**config.mk**
```make
export PLATFORM = sky130hd
export DESIGN_NAME = kbd_event_ctrl_flat
export DESIGN_NICKNAME = d
export VERILOG_FILES = /design/src/rtl/kbd_event_ctrl_pkg.sv /design/src/rtl/kbd_event_ctrl_if.sv /design/src/rtl/kbd_event_ctrl_fifo.sv /design/src/rtl/kbd_event_ctrl.sv /design/src/flat_wrapper.sv
export SDC_FILE = /design/constraint.sdc
export NUM_CORES = 1
export LEC_CHECK = 0
export ABC_CLOCK_PERIOD_IN_PS = 3460
export CORE_MARGIN = 1
export CORE_UTILIZATION = 63
export DETAILED_ROUTE_END_ITERATION = 10
export DONT_BUFFER_PORTS = 1
export PLACE_DENSITY = 0.84
export SLEW_MARGIN = 20
export SYNTH_ARGS = -nofsm -noshare
export SYNTH_HDL_FRONTEND = slang
export SYNTH_SLANG_ARGS = --single-unit
```
**constraint.sdc**
```tcl
create_clock -name clk -period 3.46 [get_ports clk]
set_input_delay 0.173 -clock clk [delete_from_list [all_inputs] [get_ports clk]]
set_output_delay 0.173 -clock clk [all_outputs]
set_load 0.02 [all_outputs]
```
**src/rtl/kbd_event_ctrl_pkg.sv**
```systemverilog
// kbd_pkg: shared event type, FSM states and scancode constants for kbd_event_ctrl
package kbd_pkg;
  typedef struct packed {
    logic       pause;
    logic       ext;
    logic       brk;
    logic [7:0] code;
  } kbd_evt_t;
  typedef enum logic {IDLE, ACK} kbd_ctl_state_e;
  localparam logic [7:0] KBD_PFX_EXT    = 8'hE0;
  localparam logic [7:0] KBD_PFX_BRK    = 8'hF0;
  localparam logic [7:0] KBD_PFX_PAUSE  = 8'hE1;
  localparam logic [2:0] KBD_PAUSE_TAIL = 3'd7;
  function automatic logic [15:0] kbd_evt_word(kbd_evt_t e);
    return {5'b0, e};
  endfunction
endpackage

```
**src/rtl/kbd_event_ctrl_if.sv**
```systemverilog
// kbd_event_ctrl_if: ps2_keyboard drain port plus event FIFO consumer port
// master = kbd_event_ctrl side, slave = keyboard/consumer side
interface kbd_event_ctrl_if #(parameter int FIFO_DEPTH = 8);
  localparam int CW = $clog2(FIFO_DEPTH) + 1;
  logic [7:0]    ps2_data;
  logic          ps2_ready;
  logic          ps2_overflow;
  logic          ps2_nextdata_n;
  logic          ps2_clr;
  logic          evt_valid;
  logic [15:0]   evt_data;
  logic          evt_pop;
  logic [CW-1:0] evt_count;
  logic          evt_lost;
  logic          evt_lost_clr;
  modport master (
    input  ps2_data, ps2_ready, ps2_overflow, evt_pop, evt_lost_clr,
    output ps2_nextdata_n, ps2_clr, evt_valid, evt_data, evt_count, evt_lost
  );
  modport slave (
    output ps2_data, ps2_ready, ps2_overflow, evt_pop, evt_lost_clr,
    input  ps2_nextdata_n, ps2_clr, evt_valid, evt_data, evt_count, evt_lost
  );
endinterface

```
**src/rtl/kbd_event_ctrl_fifo.sv**
```systemverilog
// kbd_evt_fifo: synchronous event FIFO, pop-before-push when full, pop ignored when empty
// ports: i_push/i_data write, i_pop read, o_data head (0 when empty), o_empty, o_drop (push refused), o_count
module kbd_evt_fifo
  import kbd_pkg::*;
#(
  parameter int DEPTH = 8,
  localparam int AW = $clog2(DEPTH)
) (
  input  logic       clk,
  input  logic       clrn,
  input  logic       i_push,
  input  kbd_evt_t   i_data,
  input  logic       i_pop,
  output kbd_evt_t   o_data,
  output logic       o_empty,
  output logic       o_drop,
  output logic [AW:0] o_count
);
  kbd_evt_t r_mem [DEPTH];
  logic [AW-1:0] r_wr, r_rd;
  logic [AW:0] r_cnt;
  logic w_full, w_pop, w_push;
  assign o_empty = r_cnt == '0;
  assign w_full  = r_cnt == (AW+1)'(DEPTH);
  assign w_pop   = i_pop & ~o_empty;
  // a pop frees the slot the simultaneous push needs
  assign w_push  = i_push & (~w_full | w_pop);
  assign o_drop  = i_push & ~w_push;
  assign o_data  = o_empty ? '0 : r_mem[r_rd];
  assign o_count = r_cnt;
  always_ff @(posedge clk)
    if (w_push) r_mem[r_wr] <= i_data;
  always_ff @(posedge clk or negedge clrn)
    if (!clrn) begin
      r_wr  <= '0;
      r_rd  <= '0;
      r_cnt <= '0;
    end else begin
      r_wr  <= r_wr + AW'(w_push);
      r_rd  <= r_rd + AW'(w_pop);
      r_cnt <= r_cnt + (AW+1)'(w_push) - (AW+1)'(w_pop);
    end
endmodule

```
**src/rtl/kbd_event_ctrl.sv**
```systemverilog
// kbd_event_ctrl: drains ps2_keyboard, decodes E0/F0/E1 scancodes into key events, queues them
// ports: clk, clrn (async active-low), en (0 = stop draining), bus (kbd_event_ctrl_if.master)
module kbd_event_ctrl
  import kbd_pkg::*;
#(
  parameter int FIFO_DEPTH      = 8,
  parameter bit SUPPRESS_REPEAT = 1
) (
  input  logic clk,
  input  logic clrn,
  input  logic en,
  kbd_event_ctrl_if.master bus
);
  localparam int CW = $clog2(FIFO_DEPTH) + 1;
  kbd_ctl_state_e r_state, w_state_nx;
  logic r_nd, w_nd_nx, r_clr, r_ext, w_ext_nx, r_brk, w_brk_nx, r_lost;
  logic [2:0] r_skip, w_skip_nx;
  logic [8:0] r_last, w_last_nx, w_key;
  logic w_push, w_drop, w_empty;
  kbd_evt_t w_evt, w_head;
  logic [CW-1:0] w_count;
  assign w_key = {r_ext, bus.ps2_data};
  always_comb begin
    w_state_nx = IDLE;
    w_nd_nx    = 1'b1;
    w_ext_nx   = r_ext;
    w_brk_nx   = r_brk;
    w_skip_nx  = r_skip;
    w_last_nx  = r_last;
    w_push     = 1'b0;
    w_evt      = '{1'b0, r_ext, r_brk, bus.ps2_data};
    if (!en) begin
      w_ext_nx  = 1'b0;
      w_brk_nx  = 1'b0;
      w_skip_nx = '0;
      w_last_nx = '0;
    end else if (bus.ps2_overflow) begin
      w_ext_nx  = 1'b0;
      w_brk_nx  = 1'b0;
      w_skip_nx = '0;
    end else if (r_state == IDLE && bus.ps2_ready) begin
      w_state_nx = ACK;
      w_nd_nx    = 1'b0;
      if (r_skip != '0) w_skip_nx = r_skip - 3'd1;
      else if (bus.ps2_data == KBD_PFX_PAUSE) begin
        w_push    = 1'b1;
        w_evt     = '{1'b1, 1'b0, 1'b0, KBD_PFX_PAUSE};
        w_skip_nx = KBD_PAUSE_TAIL;
        w_ext_nx  = 1'b0;
        w_brk_nx  = 1'b0;
      end else if (bus.ps2_data == KBD_PFX_EXT) w_ext_nx = 1'b1;
      else if (bus.ps2_data == KBD_PFX_BRK) w_brk_nx = 1'b1;
      else begin
        w_ext_nx = 1'b0;
        w_brk_nx = 1'b0;
        if (!SUPPRESS_REPEAT) w_push = 1'b1;
        else if (r_brk) begin
          w_push = 1'b1;
          if (w_key == r_last) w_last_nx = '0;
        end else if (w_key != r_last) begin
          w_push    = 1'b1;
          w_last_nx = w_key;
        end
      end
    end
  end
  always_ff @(posedge clk or negedge clrn)
    if (!clrn) begin
      r_state <= IDLE;
      r_nd    <= 1'b1;
      r_clr   <= 1'b0;
      r_ext   <= 1'b0;
      r_brk   <= 1'b0;
      r_skip  <= '0;
      r_last  <= '0;
      r_lost  <= 1'b0;
    end else begin
      r_state <= w_state_nx;
      r_nd    <= w_nd_nx;
      // keeps the clear a single-cycle pulse even if overflow lingers
      r_clr   <= bus.ps2_overflow & ~r_clr;
      r_ext   <= w_ext_nx;
      r_brk   <= w_brk_nx;
      r_skip  <= w_skip_nx;
      r_last  <= w_last_nx;
      r_lost  <= w_drop | (r_lost & ~bus.evt_lost_clr);
    end
  kbd_evt_fifo #(.DEPTH(FIFO_DEPTH)) u_fifo (
    .clk    (clk),
    .clrn   (clrn),
    .i_push (w_push),
    .i_data (w_evt),
    .i_pop  (bus.evt_pop),
    .o_data (w_head),
    .o_empty(w_empty),
    .o_drop (w_drop),
    .o_count(w_count)
  );
  assign bus.ps2_nextdata_n = r_nd;
  assign bus.ps2_clr        = r_clr;
  assign bus.evt_valid      = ~w_empty;
  assign bus.evt_data       = kbd_evt_word(w_head);
  assign bus.evt_count      = w_count;
  assign bus.evt_lost       = r_lost;
endmodule

```
**src/flat_wrapper.sv**
```systemverilog
// flat-port wrapper written by rule: the top's interface ports become plain ports
module kbd_event_ctrl_flat import kbd_pkg::*;
#(
  parameter int FIFO_DEPTH      = 8,
  parameter bit SUPPRESS_REPEAT = 1
)
  (clk, clrn, en, bus_ps2_data, bus_ps2_ready, bus_ps2_overflow, bus_evt_pop, bus_evt_lost_clr, bus_ps2_nextdata_n, bus_ps2_clr, bus_evt_valid, bus_evt_data, bus_evt_count, bus_evt_lost);
  kbd_event_ctrl_if #(.FIFO_DEPTH(FIFO_DEPTH)) bus_i ();
  input  logic clk;
  input  logic clrn;
  input  logic en;
  input wire logic [$bits(bus_i.ps2_data)-1:0] bus_ps2_data;
  input wire logic [$bits(bus_i.ps2_ready)-1:0] bus_ps2_ready;
  input wire logic [$bits(bus_i.ps2_overflow)-1:0] bus_ps2_overflow;
  input wire logic [$bits(bus_i.evt_pop)-1:0] bus_evt_pop;
  input wire logic [$bits(bus_i.evt_lost_clr)-1:0] bus_evt_lost_clr;
  output wire logic [$bits(bus_i.ps2_nextdata_n)-1:0] bus_ps2_nextdata_n;
  output wire logic [$bits(bus_i.ps2_clr)-1:0] bus_ps2_clr;
  output wire logic [$bits(bus_i.evt_valid)-1:0] bus_evt_valid;
  output wire logic [$bits(bus_i.evt_data)-1:0] bus_evt_data;
  output wire logic [$bits(bus_i.evt_count)-1:0] bus_evt_count;
  output wire logic [$bits(bus_i.evt_lost)-1:0] bus_evt_lost;
  assign bus_i.ps2_data = bus_ps2_data;
  assign bus_i.ps2_ready = bus_ps2_ready;
  assign bus_i.ps2_overflow = bus_ps2_overflow;
  assign bus_i.evt_pop = bus_evt_pop;
  assign bus_i.evt_lost_clr = bus_evt_lost_clr;
  assign bus_ps2_nextdata_n = bus_i.ps2_nextdata_n;
  assign bus_ps2_clr = bus_i.ps2_clr;
  assign bus_evt_valid = bus_i.evt_valid;
  assign bus_evt_data = bus_i.evt_data;
  assign bus_evt_count = bus_i.evt_count;
  assign bus_evt_lost = bus_i.evt_lost;
  kbd_event_ctrl #(.FIFO_DEPTH(FIFO_DEPTH), .SUPPRESS_REPEAT(SUPPRESS_REPEAT)) u_core (.clk(clk), .clrn(clrn), .en(en), .bus(bus_i));
endmodule
```
==> run summary <==
The run finished with clean final reports. Based on the critical path, the design can be clocked at up to 321 MHz. The clock passes through at most 2 buffers. The routed design has 10700 µm of wire.

The tightest min-delay check is of the input port to flip-flop type. In the synthesized netlist the async set-or-reset flop fraction comes to 24.1%. For the worst setup path, the data required time is 3850 ps. In this run the tightest slew margin relative to its limit is 31.3%.

For the count of maximum capacitance violations, the log shows 0. Master of the slowest instance on the critical path: sky130_fd_sc_hd__nor3_4. The slew of the pin with the lowest slew margin came out at 1030 ps.

The critical path in this run is classified as flip-flop to flip-flop. After detailed routing, the number of remaining DRC violations is 0. The final route contains 2887 vias. The run gives 2941 as the via count of the first global-routing pass.

The first global-routing pass estimated 16700 µm of wire. The area share of xor/xnor cells in the synthesized design was 2.41%; the CTS buffer count was 17. The post-route clock period utilization was 90.0%; the data arrival at the endpoint of the critical path was 3500 ps. During placement, the flow inserted port buffers numbering 0. Multiplexer cells account for 13.7% of the synthesized area. Via density per instance: 6.32. The post-CTS clock slew at the launch and capture registers of the worst setup and hold paths came out at 60 ps.

STA classifies the critical path endpoint as a flip-flop. After detailed routing, the average wire length per cell comes to 23.4 µm. The dominant synthesized flop cell was sky130_fd_sc_hd__edfxtp_1. Entering global routing, the biggest net connects 29 pins. Once the floorplan was initialized, standard cells occupied 65.5% of the core. The run gives 8.55 ps as the worst hold margin.

Each instance of the synthesized netlist takes up on average 16.0 µm². After synthesis, the largest family of logic cells by area is multiplexers. For the worst-skew pair, the clock arrives at the later sink with an insertion delay of 510 ps. Leakage component of the power: 0.00224 µW. In this run, synthesis produced a sequential element count of 116. The buffers plus inverters on the worst setup path was 1; the power per cell area was 763 mW/mm². Synthesis instantiated 48 different standard cells from the library.

The number of synthesis warnings was 0. The tools report the post-layout instance count excluding filler cells as 457. At the placement stage, the worst setup path has a slack of 489 ps. The largest stage delay on the critical path was 580 ps; the clock skew after layout was 14.7 ps. The critical path goes through inv_1 > ha_1 > nand4bb_1 > nor3_4 > o311ai_1 > mux2_2 > ha_1 > fa_1 > xor2_1. The total overflow left after global routing is 0. Clock tree synthesis selected as its root buffer the cell sky130_fd_sc_hd__clkbuf_8. The H-tree was split into 4 levels. The detail route stage leaves a number of antenna-violating nets equal to 0.

Number of instances in the synthesized netlist: 318. 39 I/O pins were placed. Among cell families on the critical path, the largest total delay comes from simple AND/OR/NAND/NOR gates. For the final number of hold-violating endpoints, the log shows 0.

The run gives 0 as the number of pins with negative max-slew slack in the final report. The region available for standard cell placement spans 0.00777 mm². The die extent in x works out to 91.9 µm. The congestion estimate from routability-driven global placement came to 0.777. Once placement completed, the tool counted placed cells totaling 409. Setup slack on the critical path of the routed design comes to 346 ps.

The worst setup path is launched from a flip-flop. In this run the vertical extent of the chip is 91.9 µm. The final period demand of the worst path was 3110 ps; the number of core rows was 32.

The first detailed-routing pass took 5 iterations. Most frequent standard cell in the layout excluding fill and tap cells: sky130_fd_sc_hd__edfxtp_1. Worst-path maximum fanout: 12. The floorplan step defined a die boundary enclosing 0.00844 mm². Setup violations remaining at the end of the flow were counted as 0.

The run gives 0.00509 mm² as the synthesized area. In the layout the commonest cells are sky130_fd_sc_hd__edfxtp_1 (88), sky130_fd_sc_hd__dfrtp_1 (27), sky130_fd_sc_hd__nor2_1 (22), sky130_fd_sc_hd__mux4_2 (22), sky130_fd_sc_hd__mux2i_1 (18). At the end of the flow, the number of nets in the layout was 369. The area growth from synthesis to layout is 17.4%.

The synthesized netlist devotes 3.89% of its cell area to compound gates. The number of instances resized during post-cts repair is 0, and the synthesized-area fraction occupied by adder cells is 3.10%. Setup repair after global routing left no endpoint under its margin. Adding up every negative setup slack in the final design gives 0 ps. VDD sags by at most 0.000452 V. The number of enable flip-flop cells after synthesis is 88, and the initial antenna violation count is 0.

TritonCTS built the clock tree. The dominant cell type by count on the critical path is sky130_fd_sc_hd__ha_1. Global routing used 28.0% of the available tracks. The synthesized netlist devotes 8.07% of its cell area to simple gates. The number of antenna diodes is 0, and the share of cells above drive strength 1 is 21.4%.

After the first detailed-routing iteration, the DRC count stood at 237. The tools report the total number of clock tree sinks as 116. The HPWL after detailed placement was 5860 µm; the sequential cell area fraction in the yosys report was 65.7%.
## where the power goes
part	leakage [µW]	switching (µW)	internal, µW
sequential	0.00116	224	1610
combinational	0.000806	544	448
clock	0.000275	637	1100
## path summary, 6_finish.rpt
check	end	cells after the start	slack, ps	startpoint
max	u_core.u_fifo.o_count[2]	9	350	u_core.r_skip[0]
min	u_core.r_last[1]	3	9	bus_ps2_data[1]
max reg2reg	u_core.u_fifo.o_count[2]	9	350	u_core.r_skip[0]
min reg2reg	u_core.r_skip[2]	1	540	u_core.r_skip[2]
max in group asynchronous	u_core.bus.ps2_nextdata_n	2	3120	clrn
min in group asynchronous	u_core.u_fifo.r_rd[1]	2	110	clrn
## through the flow
stage | instance area [µm²] | power (µW) | util [%]
after global placement | 5210 | 2770 | 67.0
final | 5970 | 4560 | 76.9
after CTS | 5970 | 4580 | 76.9
after global routing | 5970 | 4720 | 76.9
after floorplan | 5100 | 2610 | -
after detailed placement | 5210 | 2800 | 67.0
## synth_stat cells (all sizes together), types with 2 or more instances
cell	number	area, µm²
edfxtp	88	2640
dfrtp	27	676
mux4	22	495
nor2	22	82.6
mux2i	18	180
clkbuf	15	56.3
nand2	12	45.0
ha	11	138
xor2	11	96.3
inv	10	37.5
and2	9	56.3
buf	9	58.8
o22ai	8	50.1
nand2b	5	31.3
a21oi	4	20.0
nor2b	4	25.0
and4b	3	30.0
nand3	3	15.0
nor3	3	26.3
nor4b	3	26.3
xnor2	3	26.3
a211oi	2	15.0
a21boi	2	18.8
a311oi	2	23.8
and3	2	12.5
mux2	2	22.5
nand3b	2	15.0
nor4	2	18.8
o21ai	2	10.0
## cell families after synthesis
group / count (synthesis)
muxes: 42
adders and majority gates: 12
buffers and inverters: 34
xor gates and xnor gates: 14
DFF: 116
and+or+nand+nor: 73
other: 1
AOI/OAI and AO/OA: 26
## per-layer routing
metal / share of wire, % / vias up / wire length [µm] / global-route usage, %
met1: 40 / 1492 / 4220 / 35.9
li1: - / 1245 / - / -
met4: 2.5 / 0 / 265 / 11.7
met2: 52 / 129 / 5600 / 46.5
met5: 0 / - / 0 / 0
met3: 5.6 / 21 / 593 / 6.38
## timing repair
action | CTS | global route
hold buffers | 16 | 0
setup buffers | 0 | 0
hold endpoints to repair | 107 | 0
## worst min-delay path: cells and delay by family
kind             cells  cell delay (ps)
AO/OA/AOI/OAI        1              120
multiplexers         1               70
AND/OR/NAND/NOR      1              100
## final cells by class
class                      instances  area, µm²
timing repair buffer              25        238
multi-input combinational        172       1630
fill                             449       1800
tap                              102        128
clock inverter                    15        180
inverter                          10       37.5
sequential                       116       3340
clock buffer                      17        414
## registers in the layout (all words and copies together), names as in the netlist
| signal | count |
|---|---|
| u_core.u_fifo.o_count | 4 |
| u_core.u_fifo.r_rd | 3 |
| u_core.bus.evt_lost | 1 |
| u_core.bus.ps2_clr | 1 |
| u_core.r_brk | 1 |
| u_core.r_ext | 1 |
| u_core.bus.ps2_nextdata_n | 1 |
| u_core.r_skip | 3 |
| u_core.u_fifo.r_wr | 3 |
| u_core.r_last | 9 |
| u_core.r_state | 1 |
| u_core.u_fifo.r_mem | 88 |
Note: power is estimated with default switching activity, not from simulation.
